<file path="src/rtl/shift_add_multiplier_20x20.sv">
// 20x20 unsigned shift-and-add multiplier: one partial product per RUN cycle.
// Optional early termination is enabled by defining SHIFT_ADD_EARLY_TERM_EN.
module shift_add_multiplier_20x20 (
  input  logic        clk,
  input  logic        rst,
  input  logic [19:0] A,
  input  logic [19:0] B,
  input  logic        start,
  output logic [39:0] Product,
  output logic        busy,
  output logic        done
);

  typedef enum logic [1:0] {
    IDLE = 2'd0,
    RUN  = 2'd1,
    DONE = 2'd2
  } state_t;

  state_t      state;
  logic [39:0] mcand;
  logic [39:0] acc;
  logic [19:0] mplier;
  logic [4:0]  count;

  logic [39:0] acc_next;
  logic [19:0] mplier_next;
  logic        last;

  // The final partial product is folded in on the same edge that leaves RUN.
  assign acc_next    = acc + (mplier[0] ? mcand : 40'd0);
  assign mplier_next = mplier >> 1;

`ifdef SHIFT_ADD_EARLY_TERM_EN
  // Once no multiplier bits remain, further cycles would only add zero.
  assign last = (count == 5'd19) || (mplier_next == 20'd0);
`else
  assign last = (count == 5'd19);
`endif

  assign busy = (state == RUN);
  assign done = (state == DONE);

  always_ff @(posedge clk or posedge rst) begin
    if (rst) begin
      state   <= IDLE;
      Product <= 40'd0;
      acc     <= 40'd0;
      mcand   <= 40'd0;
      mplier  <= 20'd0;
      count   <= 5'd0;
    end else begin
      case (state)
        IDLE: begin
          if (start) begin
            mcand  <= {20'b0, A};
            mplier <= B;
            acc    <= 40'd0;
            count  <= 5'd0;
            state  <= RUN;
          end
        end
        RUN: begin
          acc    <= acc_next;
          mcand  <= mcand << 1;
          mplier <= mplier_next;
          count  <= count + 5'd1;
          if (last) begin
            Product <= acc_next;
            state   <= DONE;
          end
        end
        DONE: begin
          state <= IDLE;
        end
        default: begin
          state <= IDLE;
        end
      endcase
    end
  end

endmodule

</file>
<file path="config.mk">
export PLATFORM = sky130hd
export DESIGN_NAME = shift_add_multiplier_20x20
export DESIGN_NICKNAME = d
export VERILOG_FILES = /design/src/rtl/shift_add_multiplier_20x20.sv
export SDC_FILE = /design/constraint.sdc
export NUM_CORES = 1
export LEC_CHECK = 0
export ABC_AREA = 1
export BUFFER_PORTS_ARGS = -buffer_cell sky130_fd_sc_hd__buf_2
export CORE_MARGIN = 4
export CORE_UTILIZATION = 54
export DETAILED_ROUTE_END_ITERATION = 7
export GPL_ROUTABILITY_DRIVEN = 0
export GPL_TIMING_DRIVEN = 0
export HOLD_SLACK_MARGIN = 0.06
export PLACE_DENSITY = 0.76
export SLEW_MARGIN = 25
export SYNTH_ARGS = -nofsm -noshare
export SYNTH_HDL_FRONTEND = slang
export SYNTH_SLANG_ARGS = --single-unit
</file>
<file path="constraint.sdc">
create_clock -name clk -period 4.7 [get_ports clk]
set_clock_uncertainty 0.05 [all_clocks]
set_input_delay 0.47 -clock clk [delete_from_list [all_inputs] [get_ports clk]]
set_output_delay 0.47 -clock clk [all_outputs]
set_load 0.02 [all_outputs]
</file>
==> results_tabular.tex <==
\begin{tabular}{lr}
\hline
Metric & Value \\
\hline
\multicolumn{2}{l}{\textbf{Floorplanning}} \\
Die X & 136.4 um \\
Die height & between 100 and 150 um \\
Cell Rows & 46 \\
Initial core utilization & 55.64\% \\
I/O Pins & 85 \\
Placeable core area & between 0.015 and 0.02 mm\^{}2 \\
Area enclosed by the die boundary & around 0.019 mm\^{}2 \\
\multicolumn{2}{l}{\textbf{STA}} \\
Total setup violations reported at the end of the flow & 0 \\
Actual transition at the worst max-transition pin & approximately 0.67 ns \\
Time the final worst path needs with I/O delays and setup & around 3 ns \\
Worst slew margin relative to its limit & between 50\% and 60\% \\
Final critical-path setup slack & about 1.7 ns \\
Final critical-path share of the clock period & between 60\% and 70\% \\
Maximum clock frequency & 334.0 MHz \\
Worst hold slack after final layout & 0.1982 ns \\
TNS Setup & 0 ns \\
Hold Violations, Final & 0 \\
Unrepaired setup endpoints after global routing & no \\
Max-slew violation total from the final report & 0 \\
\multicolumn{2}{l}{\textbf{Global route}} \\
Maximum number of pins on one net before global-route repair & 89 \\
Remaining Overflow, GRT & 0 \\
Vias in the first global route & 7,927 \\
First-pass GRT wire length & 38,220 um \\
Overall Global Routing Usage & between 20\% and 30\% \\
Number of antenna violations at the first check in global routing & 0 \\
\multicolumn{2}{l}{\textbf{Route}} \\
Via density per instance & approximately 5.2 \\
DRC marker count from the first detailed-route iteration & just under 900 \\
Number of nets still failing antenna checks after routing & 0 \\
Via count of the routed design & between 8,000 and 9,000 \\
Routed length per instance & between 10 and 15 um \\
DRC Markers & 0 \\
Final Routed Wirelength & between 20,000 and 25,000 um \\
DRT Pass-1 Iters & 8 \\
\multicolumn{2}{l}{\textbf{Synthesis}} \\
Cell count after synthesis & between 1,000 and 1,500 \\
Library cell occupying the most area in the post-synthesis netlist & dfrtp\_1 \\
Flop and latch count out of synthesis & 147 \\
Sequential fraction of the synthesis area & between 40\% and 50\% \\
Number of library cell types mapped by synthesis & 35 \\
Syn nets & $\sim$1,300 \\
Yosys top cell area share & around 41\% \\
Mean instance size in the synthesized netlist & 7.043 um\^{}2 \\
Synth top area cells & dfrtp\_1 (41\%), nand2\_1 (20\%), inv\_1 (8.9\%) \\
Total standard cell area after synthesis & 0.008902 mm\^{}2 \\
YS warnings & 0 \\
\multicolumn{2}{l}{\textbf{Setup path}} \\
CP bufs+invs & 3 \\
Setup slack on the worst flop-to-flop path & between 1.5 and 2 ns \\
Arrival time of data at the critical path endpoint & roughly 3.3 ns \\
Critical-path cell with the highest stage delay & fa\_1 \\
Cell class contributing the biggest share of worst-path delay & simple AND/OR/NAND/NOR gates \\
Category of the worst setup path launch point & flop \\
Dominant cell type by count on the critical path & nand2\_1 \\
Ordered cell list for the critical path & clkbuf\_1 > clkbuf\_1 > nand2\_1 > inv\_1 > ha\_1 > fa\_1 > nand3\_1 > nand3\_2 > nand2\_1 > nand3\_1 > nand2\_1 > nand2\_1 > nand2\_1 > nand3\_1 > nand3\_1 > nand2\_1 \\
Logic depth of the worst setup path including buffers & 16 \\
Worst stage delay on the critical path & around 0.44 ns \\
Req. time, crit path & around 5.0 ns \\
Critical R2R Launch & mplier[0] \\
Timing startpoint of the critical path & mplier[0] \\
WS Path Type & flop to flop \\
Highest net fanout along the worst path & 10 \\
R2R cell count & 16 \\
Crit path capture type & flop \\
Reg2reg end & Product[32] \\
Worst setup endpoint & Product[32] \\
\multicolumn{2}{l}{\textbf{Cells and area}} \\
Post-synthesis to final-layout area growth & 14.95\% \\
Share of post-route cells with drive strength above 1 & 11.00\% \\
Final Util & 63.96\% \\
Antenna diode count & 0 \\
Number of nets in the finished design & roughly 1,500 \\
Final cell count without fillers & between 1,500 and 2,000 \\
Commonest non-fill, non-tap cell in the layout & nand2\_1 \\
Commonest cells after routing, fill and taps aside & nand2\_1 (472), inv\_1 (211), dfrtp\_1 (147), buf\_2 (96), nand3\_1 (76) \\
Area of all placed cells without fillers & 0.01023 mm\^{}2 \\
\multicolumn{2}{l}{\textbf{CTS}} \\
CTS Buffer Depth & 2 \\
CTS tree & done \\
Resize count post-CTS & 0 \\
Hold-fix buffer count after cts & 1 \\
Post-CTS Repair Setup Buffers & 0 \\
Clock tree sinks & about 150 \\
Worst skew pair latency & between 0.4 and 0.5 ns \\
CTS root buf & clkbuf\_16 \\
Clock input transition at the sequential cells of the worst setup and hold paths & roughly 0.070 ns \\
\# H-tree levels & 4 \\
Number of buffers added by the clock tree synthesis step & 17 \\
\multicolumn{2}{l}{\textbf{Place}} \\
Number of buffer cells added on primary ports & between 80 and 90 \\
Dpl cell area & 0.009628 mm\^{}2 \\
Placed wire-length estimate & 17,570 um \\
Pre-CTS worst setup slack & roughly 1.8 ns \\
Placed insts & roughly 1,600 \\
\multicolumn{2}{l}{\textbf{Power and ir drop}} \\
Power density normalized to cell area & about 700 mW/mm\^{}2 \\
Leakage Power & 5.701 nW \\
Peak VDD IR & between 0.0003 and 0.0004 V \\
Design Power & between 7 and 8 mW \\
\multicolumn{2}{l}{\textbf{Min path}} \\
Launch instance of the worst min-delay path & A[0] \\
Hold Crit Class & primary input to flop \\
\multicolumn{2}{l}{\textbf{Outcome}} \\
Result of the run & finished, final reports clean \\
\multicolumn{2}{l}{\textbf{Run}} \\
Max cap viols & 0 \\
\hline
\end{tabular}
## worst min-delay path, delay by kind of cell
kind / cells / cell delay (ns)
simple gates: 1 / 0.04
compound gates: 1 / 0.06
buf+inv: 1 / 0.08
## cell families after synthesis
family                     synth area share, %
xor gates and xnor gates                 1.869
muxes                                   0.1124
adders and majority gates                5.847
DFF                                      41.32
AOI/OAI and AO/OA                        9.852
and+or+nand+nor                          30.08
buffers and inverters                    10.92
## final cells by class
type,count,area (um^2)
Inverter,216,818.3
Clock inverter,15,170.2
Fill cell,1434,5767
Buffer,38,161.4
Multi-Input combinational cell,863,4252
Timing Repair Buffer,86,457.9
Sequential cell,147,3679
Clock buffer,17,425.4
Tap cell,216,270.3
## cells in the mapped netlist
cell and instances:
a22oi_1 10, xor2_1 5, o32ai_1 1, nand3_2 7, buf_2 12, nor2_1 74, ha_1 40, nor2_2 4
mux2i_1 1, buf_1 5, o21bai_2 1, o21ai_1 2, inv_2 4, or2_1 1, nand2_2 2, o221ai_1 16
a21oi_1 33, nand2_1 472, fa_1 1, a22o_1 2, inv_1 212, nand3_1 76, or2_2 1, nor3_1 8
o22ai_1 21, o21bai_1 3, o211ai_1 4, xnor2_1 14, dfrtp_1 147, nand4_1 2, nand3b_1 7, clkbuf_1 20
buf_4 1, nor2_4 2, o21ai_0 53
## power by group
group	total (mW)	switching, mW	internal, mW
logic	3.65	2.41	1.24
clock network	1.38	0.585	0.797
registers	2.15	0.312	1.84
## flip-flops by register name, indices dropped and copies added (netlist names)
signal,count
count,5
Product,40
state,2
acc,40
mplier,20
mcand,40
## layer usage
| metal | wire (um) | global-route usage (%) | vias to the layer above |
|---|---|---|---|
| met1 | 11020 | 38.38 | 3807 |
| li1 | - | - | 4169 |
| met4 | 672 | 10.25 | 0 |
| met5 | 0 | 0 | - |
| met3 | 1734 | 4.626 | 51 |
| met2 | 9761 | 38.17 | 313 |
## worst min-delay path by stage
| stage | slack, ns | cells past startpoint | end |
|---|---|---|---|
| after floorplan | 0.40 | 1 | count[4] |
| after global placement | 0.41 | 2 | Product[29] |
| after detailed placement | 0.41 | 2 | Product[29] |
| after CTS | 0.19 | 3 | mcand[0] |
| after global routing | 0.20 | 3 | mplier[12] |
| final | 0.20 | 3 | mcand[0] |
Note: power is estimated with default switching activity, not from simulation.
